`src/rtl/pong_pkg.sv`:
```
// pong_pkg: shared encodings for the pong match sequencer.
//   state_e  : FSM state encoding exported on the top-level state port
//   winner_e : winner flag codes
//   SCORE_W  : width of each player's score
package pong_pkg;

  localparam int SCORE_W = 4;

  typedef enum logic [2:0] {
    ST_IDLE      = 3'd0,
    ST_SERVE     = 3'd1,
    ST_RALLY     = 3'd2,
    ST_HOLDOFF   = 3'd3,
    ST_GAME_OVER = 3'd4
  } state_e;

  typedef enum logic [1:0] {
    WIN_NONE  = 2'b00,
    WIN_LEFT  = 2'b01,
    WIN_RIGHT = 2'b10
  } winner_e;

endpackage

```
`src/rtl/pong_debounce.sv`:
```
// pong_debounce: conditions one raw asynchronous input.
//   clk, reset_n : clock, synchronous active-low reset
//   sample_tick  : shared one-cycle sample strobe
//   raw_in       : raw asynchronous input
//   level        : debounced level (registered)
//   rise         : one-cycle strobe on the tick where the level goes 0->1
module pong_debounce #(
  parameter int DEBOUNCE_SAMPLES = 4
) (
  input  logic clk,
  input  logic reset_n,
  input  logic sample_tick,
  input  logic raw_in,
  output logic level,
  output logic rise
);

  localparam int CNT_W = (DEBOUNCE_SAMPLES < 2) ? 1 : $clog2(DEBOUNCE_SAMPLES + 1);

  logic             sync1_q, sync2_q;
  logic [CNT_W-1:0] cnt_q, cnt_d;
  logic             level_q, level_d;

  // Count consecutive ticks that disagree with the current level; any
  // agreeing tick restarts the run.
  always_comb begin
    cnt_d   = cnt_q;
    level_d = level_q;
    if (sample_tick) begin
      if (sync2_q != level_q) begin
        if (cnt_q == CNT_W'(DEBOUNCE_SAMPLES - 1)) begin
          level_d = sync2_q;
          cnt_d   = '0;
        end else begin
          cnt_d = cnt_q + CNT_W'(1);
        end
      end else begin
        cnt_d = '0;
      end
    end
  end

  always_ff @(posedge clk) begin
    if (!reset_n) begin
      sync1_q <= 1'b0;
      sync2_q <= 1'b0;
      cnt_q   <= '0;
      level_q <= 1'b0;
    end else begin
      sync1_q <= raw_in;
      sync2_q <= sync1_q;
      cnt_q   <= cnt_d;
      level_q <= level_d;
    end
  end

  assign level = level_q;
  // Strobe lands on the tick cycle itself so the FSM can act on the next edge.
  assign rise  = level_d & ~level_q;

endmodule

```
`src/rtl/pong_match_controller.sv`:
```
// pong_match_controller: pong match sequencer.
//   clk_100MHz, reset_n       : clock, synchronous active-low reset
//   start_btn, ir_left/right  : raw asynchronous inputs
//   score_left, score_right   : per-player binary scores
//   state                     : FSM state (pong_pkg::state_e)
//   serve_side                : 0 left serves, 1 right serves
//   winner                    : pong_pkg::winner_e
//   point_pulse               : one-cycle strobe per scored point
// All outputs come straight from flops.
module pong_match_controller
  import pong_pkg::*;
#(
  parameter int CLK_HZ           = 100_000_000,
  parameter int SAMPLE_HZ        = 1000,
  parameter int DEBOUNCE_SAMPLES = 4,
  parameter int HOLDOFF_TICKS    = 500,
  parameter int WIN_SCORE        = 7
) (
  input  logic               clk_100MHz,
  input  logic               reset_n,
  input  logic               start_btn,
  input  logic               ir_left,
  input  logic               ir_right,
  output logic [SCORE_W-1:0] score_left,
  output logic [SCORE_W-1:0] score_right,
  output logic [2:0]         state,
  output logic               serve_side,
  output logic [1:0]         winner,
  output logic               point_pulse
);

  localparam int DIV  = CLK_HZ / SAMPLE_HZ;
  localparam int PW   = $clog2(DIV);
  localparam int HW   = (HOLDOFF_TICKS < 2) ? 1 : $clog2(HOLDOFF_TICKS + 1);

  logic [PW-1:0] presc_q, presc_d;
  logic          sample_tick;

  assign sample_tick = (presc_q == PW'(DIV - 1));
  assign presc_d     = sample_tick ? '0 : presc_q + PW'(1);

  logic [2:0] lvl, rise;

  // 0: start, 1: ir_left, 2: ir_right
  pong_debounce #(.DEBOUNCE_SAMPLES(DEBOUNCE_SAMPLES)) u_deb [2:0] (
    .clk         (clk_100MHz),
    .reset_n     (reset_n),
    .sample_tick (sample_tick),
    .raw_in      ({ir_right, ir_left, start_btn}),
    .level       (lvl),
    .rise        (rise)
  );

  logic start_ev, goal_l_ev, goal_r_ev;
  assign start_ev  = rise[0];
  assign goal_l_ev = rise[1];
  assign goal_r_ev = rise[2];

  state_e             state_q, state_d;
  logic [SCORE_W-1:0] score_l_q, score_l_d, score_r_q, score_r_d;
  logic [SCORE_W-1:0] score_l_inc, score_r_inc;
  logic               serve_q, serve_d;
  winner_e            winner_q, winner_d;
  logic               pulse_q, pulse_d;
  logic [HW-1:0]      hold_q, hold_d;

  assign score_l_inc = score_l_q + SCORE_W'(1);
  assign score_r_inc = score_r_q + SCORE_W'(1);

  always_comb begin
    state_d   = state_q;
    score_l_d = score_l_q;
    score_r_d = score_r_q;
    serve_d   = serve_q;
    winner_d  = winner_q;
    pulse_d   = 1'b0;
    hold_d    = hold_q;
    case (state_q)
      ST_IDLE: begin
        score_l_d = '0;
        score_r_d = '0;
        winner_d  = WIN_NONE;
        if (start_ev) state_d = ST_SERVE;
      end
      ST_SERVE: begin
        if (start_ev) state_d = ST_RALLY;
      end
      ST_RALLY: begin
        hold_d = '0;
        if (goal_l_ev && goal_r_ev) begin
          // Simultaneous goals: let, replay the point.
          state_d = ST_HOLDOFF;
        end else if (goal_l_ev) begin
          score_r_d = score_r_inc;
          serve_d   = 1'b0;
          pulse_d   = 1'b1;
          if (score_r_inc == SCORE_W'(WIN_SCORE)) begin
            state_d  = ST_GAME_OVER;
            winner_d = WIN_RIGHT;
          end else begin
            state_d = ST_HOLDOFF;
          end
        end else if (goal_r_ev) begin
          score_l_d = score_l_inc;
          serve_d   = 1'b1;
          pulse_d   = 1'b1;
          if (score_l_inc == SCORE_W'(WIN_SCORE)) begin
            state_d  = ST_GAME_OVER;
            winner_d = WIN_LEFT;
          end else begin
            state_d = ST_HOLDOFF;
          end
        end
      end
      ST_HOLDOFF: begin
        if (sample_tick) begin
          if (hold_q == HW'(HOLDOFF_TICKS - 1)) begin
            hold_d  = '0;
            state_d = ST_SERVE;
          end else begin
            hold_d = hold_q + HW'(1);
          end
        end
      end
      ST_GAME_OVER: begin
        if (start_ev) begin
          state_d   = ST_IDLE;
          score_l_d = '0;
          score_r_d = '0;
          winner_d  = WIN_NONE;
        end
      end
      default: state_d = ST_IDLE;
    endcase
  end

  always_ff @(posedge clk_100MHz) begin
    if (!reset_n) begin
      presc_q   <= '0;
      state_q   <= ST_IDLE;
      score_l_q <= '0;
      score_r_q <= '0;
      serve_q   <= 1'b0;
      winner_q  <= WIN_NONE;
      pulse_q   <= 1'b0;
      hold_q    <= '0;
    end else begin
      presc_q   <= presc_d;
      state_q   <= state_d;
      score_l_q <= score_l_d;
      score_r_q <= score_r_d;
      serve_q   <= serve_d;
      winner_q  <= winner_d;
      pulse_q   <= pulse_d;
      hold_q    <= hold_d;
    end
  end

  assign score_left  = score_l_q;
  assign score_right = score_r_q;
  assign state       = state_q;
  assign serve_side  = serve_q;
  assign winner      = winner_q;
  assign point_pulse = pulse_q;

endmodule

```
`config.mk`:
```
export PLATFORM = sky130hd
export DESIGN_NAME = pong_match_controller
export DESIGN_NICKNAME = d
export VERILOG_FILES = /design/src/rtl/pong_pkg.sv /design/src/rtl/pong_debounce.sv /design/src/rtl/pong_match_controller.sv
export SDC_FILE = /design/constraint.sdc
export NUM_CORES = 1
export LEC_CHECK = 0
export CAP_MARGIN = 20
export CORE_UTILIZATION = 40
export DETAILED_ROUTE_END_ITERATION = 8
export PLACE_DENSITY_LB_ADDON = 0.15
export SLEW_MARGIN = 10
export SYNTH_ARGS = -nofsm -noshare
export SYNTH_HDL_FRONTEND = slang
export SYNTH_SLANG_ARGS = --single-unit
```
`constraint.sdc`:
```
create_clock -name clk_100MHz -period 7.09 [get_ports clk_100MHz]
set_clock_uncertainty 0.1 [all_clocks]
set_input_delay 1.418 -clock clk_100MHz [delete_from_list [all_inputs] [get_ports clk_100MHz]]
set_output_delay 1.418 -clock clk_100MHz [all_outputs]
set_load 0.01 [all_outputs]
```
==> results of run 1 <==
[logic make-up (layout without fill, tap and decap cells)]
kind of cell | Yosys count | count (layout) | share of synthesized area (%)
XOR/XNOR | 24 | 24 | 7.35
AND/OR/NAND/NOR | 159 | 159 | 30.5
buffers and inverters | 19 | 42 | 3.15
AO/OA/AOI/OAI | 57 | 57 | 11.3
adder cells (fa/ha/maj) | 11 | 11 | 4.81
multiplexers | 4 | 4 | 1.58
flip-flops | 59 | 59 | 41.3
[worst min-delay path: cells and delay by family, from the launching register on]
family          cells  cell delay [ns]
simple gates        1             0.05
flops               1             0.30
compound gates      1             0.03
[cell type report]
class / instances / area share [%]
multi-input cells: 255 / 47.7
clock inverters: 1 / 0.902
well taps: 96 / 3.61
clock buffers: 14 / 5.49
repair buffers: 21 / 6.16
flip-flops and latches: 59 / 35.5
inverters: 6 / 0.676
[per-stage QoR]
step	setup slack, ns	hold slack (ns)	total power [W]	utilization [%]
3_3_place_gp	3.91	0.315	0.000358	45.6
5_1_grt	3.64	0.350	0.000703	48.7
6_report	3.92	0.328	0.000674	48.7
3_5_place_dp	3.92	0.322	0.000358	45.6
2_1_floorplan	4.30	0.307	0.000352	-
4_1_cts	3.93	0.331	0.000683	48.7
[path summary, 6_finish.rpt]
path | start | endpoint | slack, ns | cells after the start
min | u_deb[2].cnt_q[2] | u_deb[2].cnt_q[2] | 0.33 | 2
max | u_deb[2].cnt_q[0] | winner[1] | 3.92 | 11
max reg2reg | u_deb[2].cnt_q[0] | winner[1] | 3.92 | 11
min reg2reg | u_deb[2].cnt_q[2] | u_deb[2].cnt_q[2] | 0.33 | 2
[flip-flops by register name, indices dropped and copies added (netlist names)]
signal / cells
u_deb.sync1_q: 3
score_right: 4
u_deb.sync2_q: 3
u_deb.level: 3
point_pulse: 1
score_left: 4
presc_q: 17
u_deb.cnt_q: 9
serve_side: 1
winner: 2
state: 3
hold_q: 9
[power groups by stage]
stage / Combinational, W / Clock, W / Sequential, W
3_5_place_dp: 0.0000143 / 0 / 0.000344
5_1_grt: 0.0000158 / 0.000351 / 0.000337
6_report: 0.0000140 / 0.000323 / 0.000337
4_1_cts: 0.0000143 / 0.000332 / 0.000337
2_1_floorplan: 0.00000897 / 0 / 0.000344
3_3_place_gp: 0.0000144 / 0 / 0.000344
[per-layer routing]
| layer | GRT usage (%) | up-vias | wire (µm) |
|---|---|---|---|
| met4 | 8.64 | 0 | 64 |
| met2 | 24.7 | 28 | 2380 |
| met5 | 0 | - | 0 |
| met1 | 22.6 | 1014 | 2960 |
| met3 | 3.43 | 5 | 150 |
| li1 | - | 1197 | - |
[synth_stat cells (all sizes together), types with 8 or more instances]
cell type,n
dfxtp,59
o21ai,16
xor2,18
nand4,9
and2,8
nand2b,13
clkbuf,10
ha,11
a21oi,30
nor2,38
and3,8
nand3,17
nand2,31
==> impl_metrics.json, run 1 <==
{
  "status": "finished, final reports clean",
  "detailedRoute.firstIterationViolations": 120,
  "core_area_um2": 6830,
  "die_area_um2": 7490,
  "worstSetupStartpointType": "flip-flop",
  "seqPwrFrac_pct": 49.9,
  "worst_path_max_delay_cell": "sky130_fd_sc_hd__a31oi_1",
  "dr.pass1.iters": 4,
  "floorplan.io_pins": 20,
  "setup.worst_path.class": "reg -> reg",
  "fp.dieW_um": 86.5,
  "chipHeight_um": 86.5,
  "timing.critical_path.mode_cell": "sky130_fd_sc_hd__ha_1",
  "worst-path-buf-inv": 1,
  "detail_route.wl_per_cell_um": 12.3,
  "cp.required_ns": 7.24,
  "final_max_slew_viol_count": 0,
  "htreeDepth": 3,
  "hold_path_class": "reg -> reg",
  "starting_density_of_the_core_pct": 41.8,
  "grt_first_pass_wirelength_mm": 9.67,
  "drt-total-wl_mm": 5.56,
  "power.internal_w": 0.000539,
  "post_synth_num_cell_types": 51,
  "achievable-frequency_ghz": 0.315,
  "netlist.top_cell.by_area": "sky130_fd_sc_hd__dfxtp_1",
  "clkSinkCount": 59,
  "ir_worst_vdd_uv": 93.2,
  "grt.overflow.total": 0,
  "p_switching_w": 0.000135,
  "worstPathMaxFanout": 11,
  "port_buffers": 19,
  "cell_by_cell_trace_of_the_critical_path": "ha_1, nand2b_1, or3b_2, or2_2, inv_1, ha_1, a211oi_1, a31oi_1, nor2_1, a21oi_1, mux2i_1",
  "vias": 2244,
  "synth-async-reset-ratio_pct": 0,
  "synth_top_cell_area_share_pct": 41.3,
  "power_per_cell_area_nw_per_um2": 202,
  "final-hold-violation-count": 0,
  "clk-insertion-delay-late_ns": 0.33,
  "crit_family": "simple AND/OR/NAND/NOR gates",
  "ys_seq_elements": 59,
  "fin_setup_tns_ns": 0,
  "numPlacedInstances": 437,
  "synth.yosys.warnings": 0,
  "antenna_found_initial": 0,
  "cp.arrival_ns": 3.33,
  "antenna_cells": 0,
  "ctsHoldBuffers": 0,
  "layout_commonest_cell": "sky130_fd_sc_hd__dfxtp_1",
  "drt.antenna.violating_nets": 0,
  "post-cts-setup-buffer-count": 0,
  "syn-num-nets": 349,
  "final_cell_area_um2": 3330,
  "min_period_over_period_pct": 44.7,
  "post_synth_inst_count": 333,
  "area_delta_synth_final_pct": 16.5,
  "synth_flop_cell": "sky130_fd_sc_hd__dfxtp_1",
  "synth_seq_area_share_pct": 41.3,
  "stdcell_count": 452,
  "fillers": 664,
  "post_synth_instance_area_um2": 2860,
  "rsz0062_at_grt": "no",
  "cts_buffer_depth": 2,
  "category_of_the_worst_setup_path_capture_point": "flip-flop",
  "power_frac_clock_pct": 48.0,
  "combinational_fraction_of_design_power_pct": 2.1,
  "p_leak_nw": 1.21,
  "vias_per_cell": 4.96,
  "drc_violation_count_after_routing": 0,
  "layout.cells.most_common_list": "sky130_fd_sc_hd__dfxtp_1 (59), sky130_fd_sc_hd__nor2_1 (38), sky130_fd_sc_hd__nand2_1 (31)",
  "synth_enable_flop_cells": 0,
  "layout_min_cycle_time_ns": 3.17,
  "cts-buffers-inserted": 9,
  "via_count_of_the_first_global_routing_pass": 2091,
  "slew-limit-headroom_pct": 49.9,
  "sequential_cell_area_um2": 1180,
  "rows": 30,
  "grt_max_degree": 24,
  "cts_repair_resize_count": 0,
  "tritoncts_clock_tree": "built",
  "max_slew.worst_pin.slew_ns": 0.745,
  "avgSynthCellArea_um2": 8.59,
  "drive_above_1_share_pct": 7.87,
  "clock_pin_slew_on_the_worst_setup_and_hold_paths_ns": 0.06,
  "drv.max_cap_violation_count": 0,
  "detailed_place.area_um2": 3120,
  "finalNetCount": 368,
  "multi_input_area_um2": 1590,
  "setup_viol": 0,
  "cts_root_buf": "sky130_fd_sc_hd__clkbuf_8",
  "place.gp.congestion": 0.764,
  "crit_path_max_incr_delay_ns": 0.57,
  "dp_hpwl_mm": 3.82,
  "grt_use_total_pct": 16.6,
  "power.share.switching_pct": 20.0,
  "synth_area_leaders": "sky130_fd_sc_hd__dfxtp_1 (41%), sky130_fd_sc_hd__xor2_1 (5.5%), sky130_fd_sc_hd__a21oi_1 (5.3%), sky130_fd_sc_hd__nor2_1 (5.0%), sky130_fd_sc_hd__ha_1 (4.8%)"
}
Note: power is estimated with default switching activity, not from simulation.
==> run 2: changes to the inputs <==
==> constraint.sdc (replaced) <==
create_clock -name clk_100MHz -period 3.1 [get_ports clk_100MHz]
set_clock_uncertainty 0.1 [all_clocks]
set_input_delay 0.62 -clock clk_100MHz [delete_from_list [all_inputs] [get_ports clk_100MHz]]
set_output_delay 0.62 -clock clk_100MHz [all_outputs]
set_load 0.01 [all_outputs]
==> run 2 against run 1 <==
Effect of this change: non-clock buffer count up 4; first-iteration DRC count down 14%; utilization up 0.18 points; final cell count up 1.1%; flip-flop and latch count unchanged; combinational power up 140%; maximum frequency up 12%; global-route usage up 0.68 points; register-to-register slack worse by 3.6 ns; critical path type unchanged; highest routed layer unchanged.
==> impl_metrics.json, run 2 (synthesized netlist as in run 1, its figures left out) <==
{
  "status": "finished, final reports clean",
  "tritoncts_clock_tree": "built",
  "fillers": 700,
  "clkSinkCount": 59,
  "worstSetupStartpointType": "flip-flop",
  "sequential_cell_area_um2": 1180,
  "largest_register_ff_count": 17,
  "category_of_the_worst_setup_path_capture_point": "flip-flop",
  "grt_first_pass_wirelength_mm": 10.2,
  "cp.arrival_ns": 2.99,
  "detail_route.wl_per_cell_um": 12.7,
  "final_critical_path_setup_slack_ns": 0.273,
  "finalNetCount": 372,
  "detailedRoute.firstIterationViolations": 103,
  "antenna_cells": 0,
  "starting_density_of_the_core_pct": 41.8,
  "setup_viol": 0,
  "htreeDepth": 3,
  "setup.worst_path.class": "reg -> reg",
  "worstPathMaxFanout": 7,
  "slew-limit-headroom_pct": 65.5,
  "place_worst_setup_slack_ns": 0.248,
  "fin_setup_tns_ns": 0,
  "regMostFlops": "presc_q",
  "p_leak_nw": 1.21,
  "hold_path_class": "reg -> reg",
  "cp.required_ns": 3.26,
  "vias": 2369,
  "min_period_over_period_pct": 91.2,
  "drt-total-wl_mm": 5.78,
  "chipHeight_um": 86.5,
  "ir_worst_vdd_uv": 228,
  "dp_hpwl_mm": 4.01,
  "area_delta_synth_final_pct": 16.9,
  "cts_root_buf": "sky130_fd_sc_hd__clkbuf_8",
  "max_slew.worst_pin.slew_ns": 0.516,
  "final-hold-violation-count": 0,
  "core_area_um2": 6830,
  "cts-buffers-inserted": 9,
  "vias_per_cell": 5.18,
  "drv.max_cap_violation_count": 0,
  "antenna_found_initial": 0,
  "via_count_of_the_first_global_routing_pass": 2189,
  "layout_commonest_cell": "sky130_fd_sc_hd__dfxtp_1",
  "post-cts-setup-buffer-count": 0,
  "clk-insertion-delay-late_ns": 0.33,
  "fp.dieW_um": 86.5,
  "floorplan.io_pins": 20,
  "die_area_um2": 7490,
  "grt_use_total_pct": 17.3,
  "reg_top3": "presc_q x17, hold_q x9, u_deb.cnt_q x9",
  "place.gp.congestion": 0.768,
  "layout.cells.most_common_list": "sky130_fd_sc_hd__dfxtp_1 (59), sky130_fd_sc_hd__nor2_1 (38), sky130_fd_sc_hd__nand2_1 (31)",
  "power_per_cell_area_nw_per_um2": 444,
  "layout_min_cycle_time_ns": 2.83,
  "clock_pin_slew_on_the_worst_setup_and_hold_paths_ns": 0.07,
  "port_buffers": 19,
  "rows": 30,
  "drt.antenna.violating_nets": 0,
  "rsz0062_at_grt": "no",
  "achievable-frequency_ghz": 0.354,
  "drc_violation_count_after_routing": 0,
  "final_max_slew_viol_count": 0,
  "dr.pass1.iters": 4,
  "grt.overflow.total": 0,
  "multi_input_area_um2": 1590,
  "drive_above_1_share_pct": 9.70,
  "grt_max_degree": 18,
  "cts_buffer_depth": 2
}
[run 2: cell count changes in the layout (fill, tap and decap cells not counted), sizes merged]
cell,before,now
clkinv,0,4
buf,2,6
clkinvlp,0,2
clkbuf,14,9
[run 2: where the power goes]
part            total, W  internal, W  switching, W  leakage, nW
combinational  0.0000341    0.0000142     0.0000199        0.640
sequential      0.000770     0.000765    0.00000501        0.477
clock           0.000681     0.000368      0.000314       0.0950
total            0.00149      0.00115      0.000339         1.21
[run 2: layer usage]
metal,wire [µm],vias up,track usage [%]
met2,2630,29,27.1
met5,0,-,0
met1,2950,1122,23.0
met3,137,6,3.81
met4,62,0,7.27
li1,-,1212,-
[run 2: final timing paths]
path | start | to | slack (ns) | depth (start not counted)
max reg2reg | u_deb[2].cnt_q[0] | winner[1] | 0.27 | 11
max | u_deb[2].cnt_q[0] | winner[1] | 0.27 | 11
min reg2reg | u_deb[1].cnt_q[2] | u_deb[1].cnt_q[2] | 0.33 | 2
min | u_deb[1].cnt_q[2] | u_deb[1].cnt_q[2] | 0.33 | 2
[run 2: through the flow]
| stage | total power [W] | hold WS (ns) | std cells | instance area (µm²) | util [%] |
|---|---|---|---|---|---|
| after floorplan | 0.000806 | 0.307 | 333 | 2860 | - |
| after global placement | 0.000821 | 0.316 | 441 | 3150 | 46.1 |
| after detailed placement | 0.000821 | 0.319 | 441 | 3150 | 46.1 |
| after CTS | 0.00150 | 0.329 | 457 | 3340 | 48.9 |
| after global routing | 0.00154 | 0.355 | 457 | 3340 | 48.9 |
| final | 0.00149 | 0.330 | 457 | 3340 | 48.9 |
[run 2: final cells by class]
type | instances | share of cell area [%]
clock buffers | 9 | 3.71
clock inverters | 7 | 2.06
inverters | 6 | 0.674
multi-input cells | 255 | 47.6
flip-flops and latches | 59 | 35.3
well taps | 96 | 3.59
repair buffers | 25 | 7.04
[run 2: worst max-delay path, stage by stage, from the launching register on]
cell and delay (ns):
sky130_fd_sc_hd__dfxtp_1 0.36, sky130_fd_sc_hd__ha_1 0.18, sky130_fd_sc_hd__nand2b_1 0.10, sky130_fd_sc_hd__or3b_2 0.49, sky130_fd_sc_hd__or2_2 0.30, sky130_fd_sc_hd__inv_1 0.07
sky130_fd_sc_hd__ha_2 0.25, sky130_fd_sc_hd__a211oi_1 0.09, sky130_fd_sc_hd__a31oi_1 0.27, sky130_fd_sc_hd__nor2_1 0.09, sky130_fd_sc_hd__a21oi_1 0.25, sky130_fd_sc_hd__mux2i_1 0.22
[run 2: what timing repair did]
item | 4_1_cts | 5_1_grt
setup endpoints to repair | 0 | 2
hold buffers | 0 | 0
gates resized for setup | 0 | 1
